### src/rtl/multicycle_controller_if.sv
// Control bundle between the multicycle controller (master) and datapath/memory (slave).
interface multicycle_controller_if;
  logic [6:0] Opcode;
  logic       mem_ready;
  logic       mem_req;
  logic       MemRead;
  logic       MemWrite;
  logic       RegWrite;
  logic       ALUSrc;
  logic       Branch;
  logic       Jump;
  logic       PCWrite;
  logic       IRWrite;
  logic [1:0] MemtoReg;
  logic [1:0] ALUOp;
  logic [2:0] state;
  logic       illegal;
  logic       timeout;

  modport master (
    input  Opcode, mem_ready,
    output mem_req, MemRead, MemWrite, RegWrite, ALUSrc, Branch, Jump,
           PCWrite, IRWrite, MemtoReg, ALUOp, state, illegal, timeout
  );

  modport slave (
    output Opcode, mem_ready,
    input  mem_req, MemRead, MemWrite, RegWrite, ALUSrc, Branch, Jump,
           PCWrite, IRWrite, MemtoReg, ALUOp, state, illegal, timeout
  );
endinterface

### src/rtl/multicycle_controller.sv
// Multicycle CPU control FSM: 3-5 cycles per instruction with zero-wait memory.
// Memory backpressure holds FETCH/MEM while mem_ready=0, trapping after TIMEOUT_CYCLES waits.
module multicycle_controller #(
  parameter int TIMEOUT_CYCLES = 16,
  parameter bit ENABLE_JAL     = 1'b1
) (
  input logic                    clk,
  input logic                    reset,
  multicycle_controller_if.master bus
);

  typedef enum logic [2:0] {
    FETCH   = 3'd0,
    DECODE  = 3'd1,
    EXECUTE = 3'd2,
    MEM     = 3'd3,
    WB      = 3'd4,
    TRAP    = 3'd5
  } state_t;

  localparam logic [6:0] OP_R   = 7'b0110011;
  localparam logic [6:0] OP_I   = 7'b0010011;
  localparam logic [6:0] OP_LUI = 7'b0110111;
  localparam logic [6:0] OP_LW  = 7'b0000011;
  localparam logic [6:0] OP_SW  = 7'b0100011;
  localparam logic [6:0] OP_BR  = 7'b1100011;
  localparam logic [6:0] OP_JAL = 7'b1101111;

  localparam int CW = (TIMEOUT_CYCLES > 1) ? $clog2(TIMEOUT_CYCLES + 1) : 1;
  localparam logic [CW-1:0] CNT_MAX  = '1;
  localparam logic [CW-1:0] CNT_LAST = (TIMEOUT_CYCLES > 0) ? CW'(TIMEOUT_CYCLES - 1) : '0;

  state_t        state_q;
  logic [6:0]    op_q;
  logic [CW-1:0] wait_cnt;
  logic          illegal_q;
  logic          timeout_q;
  logic          timeout_hit;

  function automatic logic is_legal(input logic [6:0] op);
    case (op)
      OP_R, OP_I, OP_LUI, OP_LW, OP_SW, OP_BR: is_legal = 1'b1;
      OP_JAL:                                  is_legal = ENABLE_JAL;
      default:                                 is_legal = 1'b0;
    endcase
  endfunction

  // This wait cycle would be the TIMEOUT_CYCLES-th one without a completion.
  assign timeout_hit = (TIMEOUT_CYCLES != 0) && (wait_cnt == CNT_LAST);

  always_ff @(posedge clk or posedge reset) begin
    if (reset) begin
      state_q   <= FETCH;
      op_q      <= '0;
      wait_cnt  <= '0;
      illegal_q <= 1'b0;
      timeout_q <= 1'b0;
    end else begin
      case (state_q)
        FETCH, MEM: begin
          if (bus.mem_ready) begin
            wait_cnt <= '0;
            if (state_q == FETCH)  state_q <= DECODE;
            else if (op_q == OP_LW) state_q <= WB;
            else                   state_q <= FETCH;
          end else if (timeout_hit) begin
            wait_cnt  <= '0;
            state_q   <= TRAP;
            timeout_q <= 1'b1;
          end else if (wait_cnt != CNT_MAX) begin
            wait_cnt <= wait_cnt + 1'b1;
          end
        end
        DECODE: begin
          op_q <= bus.Opcode;
          if (is_legal(bus.Opcode)) begin
            state_q <= EXECUTE;
          end else begin
            state_q   <= TRAP;
            illegal_q <= 1'b1;
          end
        end
        EXECUTE: begin
          case (op_q)
            OP_LW, OP_SW: state_q <= MEM;
            OP_BR:        state_q <= FETCH;
            default:      state_q <= WB;
          endcase
        end
        WB:      state_q <= FETCH;
        TRAP:    state_q <= TRAP;
        default: state_q <= TRAP;
      endcase
    end
  end

  assign bus.state   = state_q;
  assign bus.illegal = illegal_q;
  assign bus.timeout = timeout_q;

  // Controls decode from state and op_q; reset forces every control low immediately.
  always_comb begin
    bus.mem_req  = 1'b0;
    bus.MemRead  = 1'b0;
    bus.MemWrite = 1'b0;
    bus.RegWrite = 1'b0;
    bus.ALUSrc   = 1'b0;
    bus.Branch   = 1'b0;
    bus.Jump     = 1'b0;
    bus.PCWrite  = 1'b0;
    bus.IRWrite  = 1'b0;
    bus.MemtoReg = 2'b00;
    bus.ALUOp    = 2'b00;
    if (!reset) begin
      case (state_q)
        FETCH: begin
          bus.mem_req = 1'b1;
          bus.MemRead = 1'b1;
          bus.IRWrite = bus.mem_ready;
        end
        EXECUTE: begin
          bus.ALUSrc = (op_q == OP_LW) || (op_q == OP_SW) || (op_q == OP_I) ||
                       (op_q == OP_LUI) || (op_q == OP_JAL);
          case (op_q)
            OP_BR:          bus.ALUOp = 2'b01;
            OP_R, OP_I:     bus.ALUOp = 2'b10;
            OP_LUI, OP_JAL: bus.ALUOp = 2'b11;
            default:        bus.ALUOp = 2'b00;
          endcase
          bus.Jump    = (op_q == OP_JAL);
          bus.Branch  = (op_q == OP_BR);
          bus.PCWrite = (op_q == OP_BR);
        end
        MEM: begin
          bus.mem_req  = 1'b1;
          bus.MemRead  = (op_q == OP_LW);
          bus.MemWrite = (op_q == OP_SW);
          bus.PCWrite  = (op_q == OP_SW) && bus.mem_ready;
        end
        WB: begin
          bus.RegWrite = 1'b1;
          bus.PCWrite  = 1'b1;
          if (op_q == OP_LW)       bus.MemtoReg = 2'b01;
          else if (op_q == OP_JAL) bus.MemtoReg = 2'b10;
          else                     bus.MemtoReg = 2'b00;
        end
        default: ;
      endcase
    end
  end

endmodule

### src/flat_wrapper.sv
// flat-port wrapper written by rule: the top's interface ports become plain ports
module multicycle_controller_flat 
#(
  parameter int TIMEOUT_CYCLES = 16,
  parameter bit ENABLE_JAL     = 1'b1
)
  (clk, reset, bus_Opcode, bus_mem_ready, bus_mem_req, bus_MemRead, bus_MemWrite, bus_RegWrite, bus_ALUSrc, bus_Branch, bus_Jump, bus_PCWrite, bus_IRWrite, bus_MemtoReg, bus_ALUOp, bus_state, bus_illegal, bus_timeout);
  multicycle_controller_if bus_i ();
  input logic clk;
  input logic reset;
  input wire logic [$bits(bus_i.Opcode)-1:0] bus_Opcode;
  input wire logic [$bits(bus_i.mem_ready)-1:0] bus_mem_ready;
  output wire logic [$bits(bus_i.mem_req)-1:0] bus_mem_req;
  output wire logic [$bits(bus_i.MemRead)-1:0] bus_MemRead;
  output wire logic [$bits(bus_i.MemWrite)-1:0] bus_MemWrite;
  output wire logic [$bits(bus_i.RegWrite)-1:0] bus_RegWrite;
  output wire logic [$bits(bus_i.ALUSrc)-1:0] bus_ALUSrc;
  output wire logic [$bits(bus_i.Branch)-1:0] bus_Branch;
  output wire logic [$bits(bus_i.Jump)-1:0] bus_Jump;
  output wire logic [$bits(bus_i.PCWrite)-1:0] bus_PCWrite;
  output wire logic [$bits(bus_i.IRWrite)-1:0] bus_IRWrite;
  output wire logic [$bits(bus_i.MemtoReg)-1:0] bus_MemtoReg;
  output wire logic [$bits(bus_i.ALUOp)-1:0] bus_ALUOp;
  output wire logic [$bits(bus_i.state)-1:0] bus_state;
  output wire logic [$bits(bus_i.illegal)-1:0] bus_illegal;
  output wire logic [$bits(bus_i.timeout)-1:0] bus_timeout;
  assign bus_i.Opcode = bus_Opcode;
  assign bus_i.mem_ready = bus_mem_ready;
  assign bus_mem_req = bus_i.mem_req;
  assign bus_MemRead = bus_i.MemRead;
  assign bus_MemWrite = bus_i.MemWrite;
  assign bus_RegWrite = bus_i.RegWrite;
  assign bus_ALUSrc = bus_i.ALUSrc;
  assign bus_Branch = bus_i.Branch;
  assign bus_Jump = bus_i.Jump;
  assign bus_PCWrite = bus_i.PCWrite;
  assign bus_IRWrite = bus_i.IRWrite;
  assign bus_MemtoReg = bus_i.MemtoReg;
  assign bus_ALUOp = bus_i.ALUOp;
  assign bus_state = bus_i.state;
  assign bus_illegal = bus_i.illegal;
  assign bus_timeout = bus_i.timeout;
  multicycle_controller #(.TIMEOUT_CYCLES(TIMEOUT_CYCLES), .ENABLE_JAL(ENABLE_JAL)) u_core (.clk(clk), .reset(reset), .bus(bus_i));
endmodule
### config.mk
export PLATFORM = sky130hd
export DESIGN_NAME = multicycle_controller_flat
export DESIGN_NICKNAME = d
export VERILOG_FILES = /design/src/rtl/multicycle_controller_if.sv /design/src/rtl/multicycle_controller.sv /design/src/flat_wrapper.sv
export SDC_FILE = /design/constraint.sdc
export NUM_CORES = 1
export LEC_CHECK = 0
export ABC_AREA = 1
export BUFFER_PORTS_ARGS = -buffer_cell sky130_fd_sc_hd__buf_2
export CELL_PAD_IN_SITES_DETAIL_PLACEMENT = 0
export CELL_PAD_IN_SITES_GLOBAL_PLACEMENT = 2
export CORE_ASPECT_RATIO = 2
export CORE_MARGIN = 2
export CORE_UTILIZATION = 30
export CTS_CLUSTER_DIAMETER = 200
export CTS_CLUSTER_SIZE = 10
export DETAILED_ROUTE_END_ITERATION = 8
export PLACE_DENSITY_LB_ADDON = 0.1
export SKIP_CTS_REPAIR_TIMING = 1
export SYNTH_ARGS = -nofsm -noshare
export SYNTH_HDL_FRONTEND = slang
export SYNTH_SLANG_ARGS = --single-unit
export TNS_END_PERCENT = 30
### constraint.sdc
create_clock -name clk -period 3.75 [get_ports clk]
set_clock_uncertainty 0.1 [all_clocks]
set_input_delay 1.125 -clock clk [delete_from_list [all_inputs] [get_ports clk]]
set_output_delay 1.125 -clock clk [all_outputs]
set_load 0.02 [all_outputs]
==> impl_metrics.tcl <==
set metrics [dict create \
    grt_pass1_vias 1110 \
    period_minus_slack_ps 3145 \
    multiInputGateArea_sq_um 549.3 \
    syn-num-nets 165 \
    vias 1054 \
    seq_area_sq_um 425.4 \
    tightestPinTransition_ps 708.2 \
    grt_setup_unrepaired "false" \
    synth_cell_types 27 \
    grt_max_degree 18 \
    synth_area_leader_cell "dfrtp_1" \
    synth_top_family_by_area "simple AND/OR/NAND/NOR gates" \
    critPathRequiredTime_ps 2520 \
    worstPathArrival_ps 1920 \
    place_inst 227 \
    synthFlopType "dfrtp_1" \
    synth_seq_cells 17 \
    dieWidth_um 46.18 \
    drc 0 \
    dr.pass1.iters 4 \
    die_h_um 88.35 \
    hold_viol 0 \
    cts_root_buf "clkbuf_8" \
    synth-simple-area-share 0.3857 \
    syn_to_final_growth_pct 21.69 \
    ir_worst_vdd_uv 172.3 \
    drtIter0Drc 13 \
    synth_area_leaders "dfrtp_1 (40%), nand2_1 (16%), inv_1 (7.0%)" \
    cp-start-kind "primary input" \
    portBuffers 27 \
    hold_ws_ps 361.9 \
    r2r_setup_slack_ps 2170 \
    diodes 0 \
    grt-ovfl-total 0 \
    worstPathMaxFanout 9 \
    clock_path_buffers 2 \
    muxShareOfSynthArea 0 \
    numClockSinks 17 \
    cts_max_level 1 \
    synth-edff-count 0 \
    gp_congestion 0.8151 \
    fin_crit_sh 0.8388 \
    final_nets 195 \
    cp-end-kind "output port" \
    grt_pass1_wl_um 4940 \
    routed_wl_um 2884 \
    outcome "completed" \
    routed_via_density 4.563 \
    fmax_mhz 317.9 \
    r2r-start "u_core.bus.state[1]" \
    hp-class "flop to flop" \
    die-area_sq_um 4080 \
    rows 30 \
    async_reset_ff_frac 1.000 \
    startpoint "reset" \
    setup-violations-final 0 \
    max_slew_margin 0.5273 \
    antenna_left 0 \
    ys.warnings.count 0 \
    ys_seq_area_frac 0.3986 \
    synth_xor_area_frac 0.01641 \
    antenna_found_initial 0 \
    post-dp-hpwl_um 2429 \
    initial_core_util 0.3125 \
    synth_common_cells "nand2_1 (45), inv_1 (20), nor2_1 (18), dfrtp_1 (17), nand3_1 (11)" \
    fin_area_sq_um 1299 \
    synth_area_sq_um 1067 \
    clk_latency_ps 260 \
    crit_type "primary input to output port" \
    maxCapViolations 0 \
    ios 28 \
    syn_avg_cell_area_sq_um 6.930 \
    core_sq_um 3416 \
    min_path_cells 2 \
    dpl-instance-area_sq_um 1252 \
    fin_util 0.3802 \
    drive_gt1_frac 0.2404 \
    reg2reg_depth 7 \
    fillers 394 \
    cts_buffers 3 \
    synthMostInstantiatedCell "nand2_1" \
    synthAdderAreaFrac 0.01172 \
    synthCells 154 \
    stdcell_count 231 \
    r2r_end "u_core.bus.state[2]" \
    p_leak_nw 0.7165 \
    setup_tns_ps 0 \
    synth_top_area_frac 0.3986 \
    wire_per_inst_um 12.48 \
    powerDensity_nw_per_um2 262.5 \
    grt_use_total 0.1687 \
    synth_compound_area_frac 0.1008 \
    clk_pin_slew_ps 60 \
    maxSlewViolCount 0 \
    crit_path_end "bus_ALUOp[0]" \
    cts_tree "built" \
]
-- flip-flops by register name (all words and copies together), names as in the netlist --
register,flops
u_core.op_q,7
u_core.bus.timeout,1
u_core.bus.illegal,1
u_core.wait_cnt,5
u_core.bus.state,3
-- routing by layer --
metal | up-vias | GRT usage | part of all wire
li1 | 543 | - | -
met5 | - | 0 | 0
met3 | 5 | 0.01837 | 0.018
met4 | 0 | 0.07013 | 0.019
met2 | 16 | 0.3422 | 0.62
met1 | 490 | 0.1510 | 0.34
-- worst min-delay path by stage --
stage                  startpoint                 end  slack (ps)
5_1_grt        u_core.bus.illegal  u_core.bus.illegal         400
6_report       u_core.bus.illegal  u_core.bus.illegal         360
4_1_cts        u_core.bus.illegal  u_core.bus.illegal         370
3_5_place_dp   u_core.bus.illegal  u_core.bus.illegal         350
2_1_floorplan      u_core.op_q[0]      u_core.op_q[0]         350
3_3_place_gp   u_core.bus.illegal  u_core.bus.illegal         340
-- through the flow --
stage | setup WS, ps | total power [mW]
after floorplan | 547.6 | 0.1963
after global placement | 613.2 | 0.2050
after detailed placement | 593.2 | 0.2053
after CTS | 592.5 | 0.3472
after global routing | 530.3 | 0.3567
final | 604.6 | 0.3409
-- power by group --
group | leakage [nW] | total (mW) | switching [mW] | internal, mW
clock network | 0.0255 | 0.140 | 0.0659 | 0.0738
registers | 0.180 | 0.183 | 0 | 0.183
logic | 0.511 | 0.0179 | 0.0124 | 0.00544
-- cell families after synthesis --
group | count (synthesis)
buf+inv | 24
flops | 17
simple gates | 91
fa+ha+maj | 1
compound gates | 19
xor+xnor | 2
-- worst max-delay path, cell delays in order --
cell and delay, ps:
buf_2 160, nor2_4 160, inv_2 70, nor2_4 110, a21oi_2 50, o21ai_0 70
buf_2 180
-- cells in the final DEF, fill, tap and decap left out, types with 2 or more instances in the layout --
cell type	Yosys	final
nor2_1	18	18
nand2_1	45	45
nor2_2	3	3
clkbuf_8	0	3
nand2_2	2	2
nor3_1	4	4
inv_2	2	2
o21ai_1	3	3
o21ai_0	10	10
inv_1	20	20
dfrtp_1	17	17
a21oi_1	2	2
nor2_4	2	2
buf_2	2	27
nand3_1	11	11
-- layout make-up --
type | count | share of cell area
multi-input cells | 113 | 0.4229
flip-flops and latches | 17 | 0.3276
repair buffers | 27 | 0.1040
inverters | 22 | 0.06358
well taps | 48 | 0.04624
clock buffers | 3 | 0.03179
clock inverters | 1 | 0.003854
Power figures use the tool's default switching activity.
